==> src/rtl/serial_adder.sv <==
// Bit-serial adder: one full-adder cell with a registered carry, WIDTH+1 cycles per operation.
// Define SERIAL_ADDER_SUB_EN to add the sub_i port (a - b - cin via inverted b/cin load).
module serial_adder #(
  parameter int WIDTH = 8
) (
  input  logic             clock_i,
  input  logic             reset_i,
  input  logic             start_i,
  input  logic [WIDTH-1:0] a_i,
  input  logic [WIDTH-1:0] b_i,
  input  logic             cin_i,
`ifdef SERIAL_ADDER_SUB_EN
  input  logic             sub_i,
`endif
  output logic             busy_o,
  output logic             done_o,
  output logic [WIDTH-1:0] sum_o,
  output logic             cout_o
);

  localparam int CW = (WIDTH > 1) ? $clog2(WIDTH) : 1;
  localparam logic [CW-1:0] CNT_LAST = CW'(WIDTH - 1);
  localparam logic [CW-1:0] CNT_ONE  = CW'(1);
  localparam logic [CW-1:0] CNT_ZERO = CW'(0);

  typedef enum logic [1:0] {
    S_IDLE  = 2'd0,
    S_SHIFT = 2'd1,
    S_DONE  = 2'd2
  } state_t;

  state_t           state_q;
  logic [WIDTH-1:0] a_sh_q;
  logic [WIDTH-1:0] b_sh_q;
  logic [WIDTH-1:0] res_q;
  logic             carry_q;
  logic [CW-1:0]    cnt_q;
  logic             busy_q;
  logic             done_q;
  logic [WIDTH-1:0] sum_q;
  logic             cout_q;

  logic             sum_bit_d;
  logic             carry_d;
  logic [WIDTH-1:0] b_load_d;
  logic             cin_load_d;

  // Returns {carry, sum} of a single-bit full add.
  function automatic logic [1:0] full_add(input logic x, input logic y, input logic c);
    full_add = {(x & y) | (c & (x ^ y)), x ^ y ^ c};
  endfunction

  // Full-adder cell on the current LSBs plus the operand load path.
  always_comb begin
    {carry_d, sum_bit_d} = full_add(a_sh_q[0], b_sh_q[0], carry_q);
`ifdef SERIAL_ADDER_SUB_EN
    if (sub_i) begin
      b_load_d   = ~b_i;
      cin_load_d = ~cin_i;
    end else begin
      b_load_d   = b_i;
      cin_load_d = cin_i;
    end
`else
    b_load_d   = b_i;
    cin_load_d = cin_i;
`endif
  end

  // Control FSM and datapath registers; start is only honoured outside SHIFT.
  always_ff @(posedge clock_i) begin
    if (reset_i) begin
      state_q <= S_IDLE;
      a_sh_q  <= {WIDTH{1'b0}};
      b_sh_q  <= {WIDTH{1'b0}};
      res_q   <= {WIDTH{1'b0}};
      carry_q <= 1'b0;
      cnt_q   <= CNT_ZERO;
      busy_q  <= 1'b0;
      done_q  <= 1'b0;
      sum_q   <= {WIDTH{1'b0}};
      cout_q  <= 1'b0;
    end else begin
      case (state_q)
        S_IDLE, S_DONE: begin
          done_q <= 1'b0;
          if (start_i) begin
            a_sh_q  <= a_i;
            b_sh_q  <= b_load_d;
            carry_q <= cin_load_d;
            cnt_q   <= CNT_ZERO;
            busy_q  <= 1'b1;
            state_q <= S_SHIFT;
          end else begin
            busy_q  <= 1'b0;
            state_q <= S_IDLE;
          end
        end
        S_SHIFT: begin
          a_sh_q  <= {1'b0, a_sh_q[WIDTH-1:1]};
          b_sh_q  <= {1'b0, b_sh_q[WIDTH-1:1]};
          res_q   <= {sum_bit_d, res_q[WIDTH-1:1]};
          carry_q <= carry_d;
          cnt_q   <= cnt_q + CNT_ONE;
          if (cnt_q == CNT_LAST) begin
            sum_q   <= {sum_bit_d, res_q[WIDTH-1:1]};
            cout_q  <= carry_d;
            busy_q  <= 1'b0;
            done_q  <= 1'b1;
            state_q <= S_DONE;
          end else begin
            busy_q  <= 1'b1;
            done_q  <= 1'b0;
            state_q <= S_SHIFT;
          end
        end
        default: begin
          busy_q  <= 1'b0;
          done_q  <= 1'b0;
          state_q <= S_IDLE;
        end
      endcase
    end
  end

  assign busy_o = busy_q;
  assign done_o = done_q;
  assign sum_o  = sum_q;
  assign cout_o = cout_q;

endmodule
==> config.mk <==
export PLATFORM = sky130hd
export DESIGN_NAME = serial_adder
export DESIGN_NICKNAME = d
export VERILOG_FILES = /design/src/rtl/serial_adder.sv
export SDC_FILE = /design/constraint.sdc
export NUM_CORES = 1
export LEC_CHECK = 0
export BUFFER_PORTS_ARGS = -buffer_cell sky130_fd_sc_hd__buf_2
export CAP_MARGIN = 5
export CORE_ASPECT_RATIO = 1.4
export CORE_MARGIN = 2
export CORE_UTILIZATION = 48
export CTS_CLUSTER_DIAMETER = 30
export CTS_CLUSTER_SIZE = 14
export DETAILED_ROUTE_END_ITERATION = 16
export GPL_ROUTABILITY_DRIVEN = 0
export PLACE_DENSITY = 0.77
export SLEW_MARGIN = 25
export SYNTH_ARGS = -nofsm -noshare
export SYNTH_HDL_FRONTEND = slang
export SYNTH_SLANG_ARGS = --single-unit
==> constraint.sdc <==
create_clock -name clock_i -period 1.35 [get_ports clock_i]
set_clock_uncertainty 0.1 [all_clocks]
set_input_delay 0 -clock clock_i [delete_from_list [all_inputs] [get_ports clock_i]]
set_output_delay 0 -clock clock_i [all_outputs]
set_load 0.02 [all_outputs]
Yosys cells after proc, flatten, opt, wreduce, memory -nomap -nowiden:

Index checks and enable logic that the tools add are counted.

* input bits: 20
* register bits: 41

* reduce and logical (&&, ||, !) cells: 6
* muxes and demuxes: 15
* $add $sub $neg: 1
* equality and inequality tests: 4
* bitwise operators: 6

Operator list (number)
* 8-bit one-hot mux with 2 select lines: 2
* 8-bit two-way mux: 2
* 3-bit one-hot mux with 2 select lines: 1
* 1-bit two-way mux: 5
* 1-bit one-hot mux with 2 select lines: 2
* 2-bit one-hot mux with 2 select lines: 1
* 2-bit AND reduction: 2
* 2-bit OR reduction: 2
* 3-bit by 1-bit adder with 3-bit output, second input constant: 1
* 3-bit equality test, second input constant: 1
* 3-bit two-way mux: 1
* 1-bit AND: 2
* 2-bit by 1-bit equality test with 1-bit output, second input constant: 1
* 2-bit equality test, second input constant: 1
* 2-bit logical NOT: 1
* 2-bit two-way mux: 1
* 2-bit != test, second input constant: 1
* 2-bit nonzero test: 1
* 1-bit bitwise XOR: 2
* 1-bit NOT: 1
* 1-bit bitwise OR: 1

Depth between registers and ports, before layout:

* depth after elaboration: 4
* gate-level depth with buffers: 6

Worst setup path before layout:

No wires, ideal clock.

* path type: register -> register
* from: reg cnt_q[0]
* to: reg cout_q, in the netlist cout_o
* setup slack: 66 ps
* arrival: 1113 ps
* cell stages (with the launch flop): 7
* data required time: 1179 ps
* setup time: 71 ps
* path buffers: 1
* period minus slack after synthesis: 1284 ps
* cells stage by stage: dfxtp_1 ha_1 ha_1 nand3b_1 buf_2 nand2_1 a21oi_1

* cells in the longest elaborated chain, start to end: 2

RTL lines
* from (decl): RTL line 37 `logic [CW-1:0] cnt_q;`
* from (signal assigned): RTL line 104 `cnt_q <= cnt_q + CNT_ONE;`
* 3-bit equality test: RTL line 105 `if (cnt_q == CNT_LAST) begin`
* 2-bit AND reduction (no line)
* to (signal assigned): RTL line 107 `cout_q <= carry_d;`
* to (decl): RTL line 41 `logic cout_q;`

Every way passes these cells.
A chain may end at the register's enable or synchronous reset.

Worst setup path in the final report:

* from: reg state_q[0]
* to: reg a_sh_q[1]

* cells in the longest elaborated chain, start to end: 4
* elaborated cells on any way between the ends: 8
* those cells by class: eq/ne: 3; mux: 1; reduce/logical: 4

RTL lines
* from (decl): RTL line 32 `state_t state_q;`
* from (signal assigned): RTL line 73 `state_q <= S_IDLE;`
* from (signal assigned): RTL line 93 `state_q <= S_SHIFT;`
* from (signal assigned): RTL line 96 `state_q <= S_IDLE;`
* 2-bit equality test / 2-bit logical NOT (equally long branches): RTL line 84 `case (state_q)`
* 2-bit OR reduction: RTL line 84
* 2-bit != test (no line) / 2-bit nonzero test (equally long branches)
* 2-bit AND reduction (no line)
* to (signal assigned): RTL line 74 `a_sh_q <= {WIDTH{1'b0}};`
* to (signal assigned): RTL line 88 `a_sh_q <= a_i;`
* to (signal assigned): RTL line 100 `a_sh_q <= {1'b0, a_sh_q[WIDTH-1:1]};`
* to (decl): RTL line 33 `logic [WIDTH-1:0] a_sh_q;`

Parallel ways exist; a longest one is shown, timed or not.

==> impl_metrics.toml <==
[drt]
vias = 1510
drt-total-wl_um = 3830
post_drt_wl_per_cell_um = 13.7
drc_errors = 0
drtPass1Iterations = 4
drt_iter0_markers = 26
viasPerCell = 5.39
ant_nets = 0

[synthesis]
synth-compound-area-share = 0.152
synth-simple-area-share = 0.248
netlist_instances = 191
synth_top_area_frac = 0.488
synth_top_family_by_area = "simple AND/OR/NAND/NOR gates"
post_synth_num_cell_types = 19
netlist_area_um2 = 1600
avgSynthCellArea_um2 = 8.39
yosysTopAreaCell = "dfxtp_1"
synth_seq_cells = 39
synthXorXnorAreaFrac = 0
synth_mux_area_frac = 0
synth_adder_area_share = 0.0281
ys_warn_count = 0
synth-seq-area-share = 0.487
synth_area_leaders = "dfxtp_1, nand2_1, a311oi_1"
synth_fp_nets = 214

[power]
p_sw_uw = 623
ir_worst_vdd_uv = 1080
p_int_mw = 1.86
p_seq_frac = 0.502
switching_share = 0.251
power_leakage_nw = 0.882
finalPower_mw = 2.48
comb_power_share = 0.149
power.share.clock = 0.349
power_density_nw_per_um2 = 1110

[global_route]
grt_pass1_vias = 1360
grt_antenna_before_repair = 0
grt_max_degree = 44
gr-usage-all-layers = 0.196
overflow = 0
grt_pass1_wl_um = 5510

[clocking]
cts-buffers-inserted = 5
numClockSinks = 39
worstSkewPairLatency_ps = 300
cts_tree = "done"
cts_htree_levels = 2
clockBufferDepth = 2
clk_pin_slew_ps = 70
clockRootBuffer = "clkbuf_8"

[setup_path]
critPathArrivalTime_ps = 1440
end_kind = "flip-flop"
cp-start-kind = "flip-flop"
required_ps = 1450
crit_type = "reg -> reg"
crit_path_max_fanout = 8

[floorplanning]
fp-row-count = 24
die_area_um2 = 3820
die_h_um = 72.3
die_w_um = 52.8
design.core.area_um2 = 3150
initial_utilization = 0.508
io_pins = 31

[sta]
period_share = 0.991
min_period_ps = 1340
setup_ws_ps = 12.1
tightest_slew_ps = 229
drv_slew = 0
fmax_mhz = 747
slew_headroom = 0.846
setup_viol = 0
hold_violations = 0

[cells_and_area]
fin_nets = 263
area_growth_pct = 39.1
layout-drive-gt1-share = 0.320
stdcell_count = 280
fillerInstances = 259
n_antenna_cell = 0

[run_status]
status = "finished clean"

[placement]
dpl.hpwl_um = 1860
port_buffers = 30
pre_cts_ws_ps = 15.3
place_inst = 250

[min_path]
hold_class = "in -> reg"

[run]
drv_cap = 0
layout by cell type, fill, tap and decap left out:
master	count
fa_1	1
a21oi_1	15
nor2_1	18
or2b_4	1
nand2_4	2
buf_12	3
buf_6	2
o21a_1	1
nand2_1	48
nand3b_1	1
a311oi_1	11
nor2b_4	1
nand2b_2	1
dfxtp_1	36
nand3_1	14
and2b_4	1
ha_4	2
clkbuf_1	1
clkbuf_16	2
dlygate4sd3_1	17
a311oi_2	4
dfxtp_2	3
buf_2	30
nand2_2	7
clkbuf_8	7
nand2b_1	1
a21oi_2	6
buf_4	5
per-layer routing:
metal  part of all wire  global-route usage  vias to the layer above
met5                  0                   0                        -
met4              0.021              0.0940                        0
met3              0.032              0.0453                        7
met2               0.55               0.363                       40
met1               0.40               0.197                      719
li1                   -                   -                      744
registers in the layout (all words and copies together) (netlist names):
register,flops
done_o,1
state_q,2
sum_o,8
b_sh_q,8
carry_q,1
res_q,7
cnt_q,3
cout_o,1
a_sh_q,8
cell families (layout without fill, tap and decap cells):
kind of cell | Yosys count | in the layout
DFF | 39 | 39
AOI/OAI and AO/OA | 37 | 37
adders and majority gates | 3 | 3
and+or+nand+nor | 95 | 95
buffers and inverters | 17 | 67
per-stage QoR:
step	util	hold WS [ps]	instance area, um2	TNS, ps
6_report	0.706	3.76	2230	0
5_1_grt	0.706	24.1	2230	-60.0
4_1_cts	0.675	3.75	2130	0
3_5_place_dp	0.561	145	1770	0
3_3_place_gp	0.561	143	1770	0
2_1_floorplan	-	36.0	1600	0
what timing repair did:
| item | 4_1_cts | 5_1_grt |
|---|---|---|
| endpoints found under the hold margin | 17 | 0 |
| pin swaps | 2 | 12 |
| endpoints found under the setup margin | 7 | 21 |
| gates resized for setup | 8 | 27 |
| hold buffers | 17 | 0 |
| gates cloned | 1 | 2 |
| setup buffers | 4 | 1 |
final timing paths:
| kind | depth (start not counted) | slack (ps) | from | to |
|---|---|---|---|---|
| max reg2reg | 5 | 10 | state_q[0]$_SDFF_PP0_ | a_sh_q[1]$_SDFFE_PP0P_ |
| max | 5 | 10 | state_q[0]$_SDFF_PP0_ | a_sh_q[1]$_SDFFE_PP0P_ |
| min | 3 | 4 | reset_i | sum_o[5]$_SDFFE_PP0P_ |
| min reg2reg | 2 | 350 | sum_o[5]$_SDFFE_PP0P_ | sum_o[5]$_SDFFE_PP0P_ |
worst max-delay path: stages (launching register included):
cell,delay (ps)
dfxtp_2,330
buf_4,140
nor2b_4,180
clkbuf_16,180
nand2_1,50
a311oi_1,260
cell type report:
type | count | area, um2 | share of cell area
Clock buffer | 8 | 100 | 0.0449
Multi-Input combinational cell | 135 | 803 | 0.361
Sequential cell | 39 | 785 | 0.352
Tap cell | 39 | 48.8 | 0.0219
Timing Repair Buffer | 59 | 490 | 0.220
cell usage after synthesis:
cell type and n:
ha_1 2, fa_1 1, buf_2 4, o21a_1 1, clkbuf_1 3, nor2_1 18
nand3b_1 1, a311oi_1 15, nor2b_2 1, and2b_2 1, a21oi_1 21, buf_12 1
buf_4 5, or2b_2 1, dfxtp_1 39, buf_6 4, nand2_1 57, nand3_1 14
nand2b_1 2
power groups by stage:
stage               clock network (mW)  logic [mW]  registers [mW]
CTS                              0.864       0.307            1.24
global placement                     0       0.259            1.26
global route                     0.918       0.399            1.25
finish                           0.866       0.370            1.24
floorplan                            0       0.209            1.26
detailed placement                   0       0.265            1.27
Power figures use the tool's default switching activity.
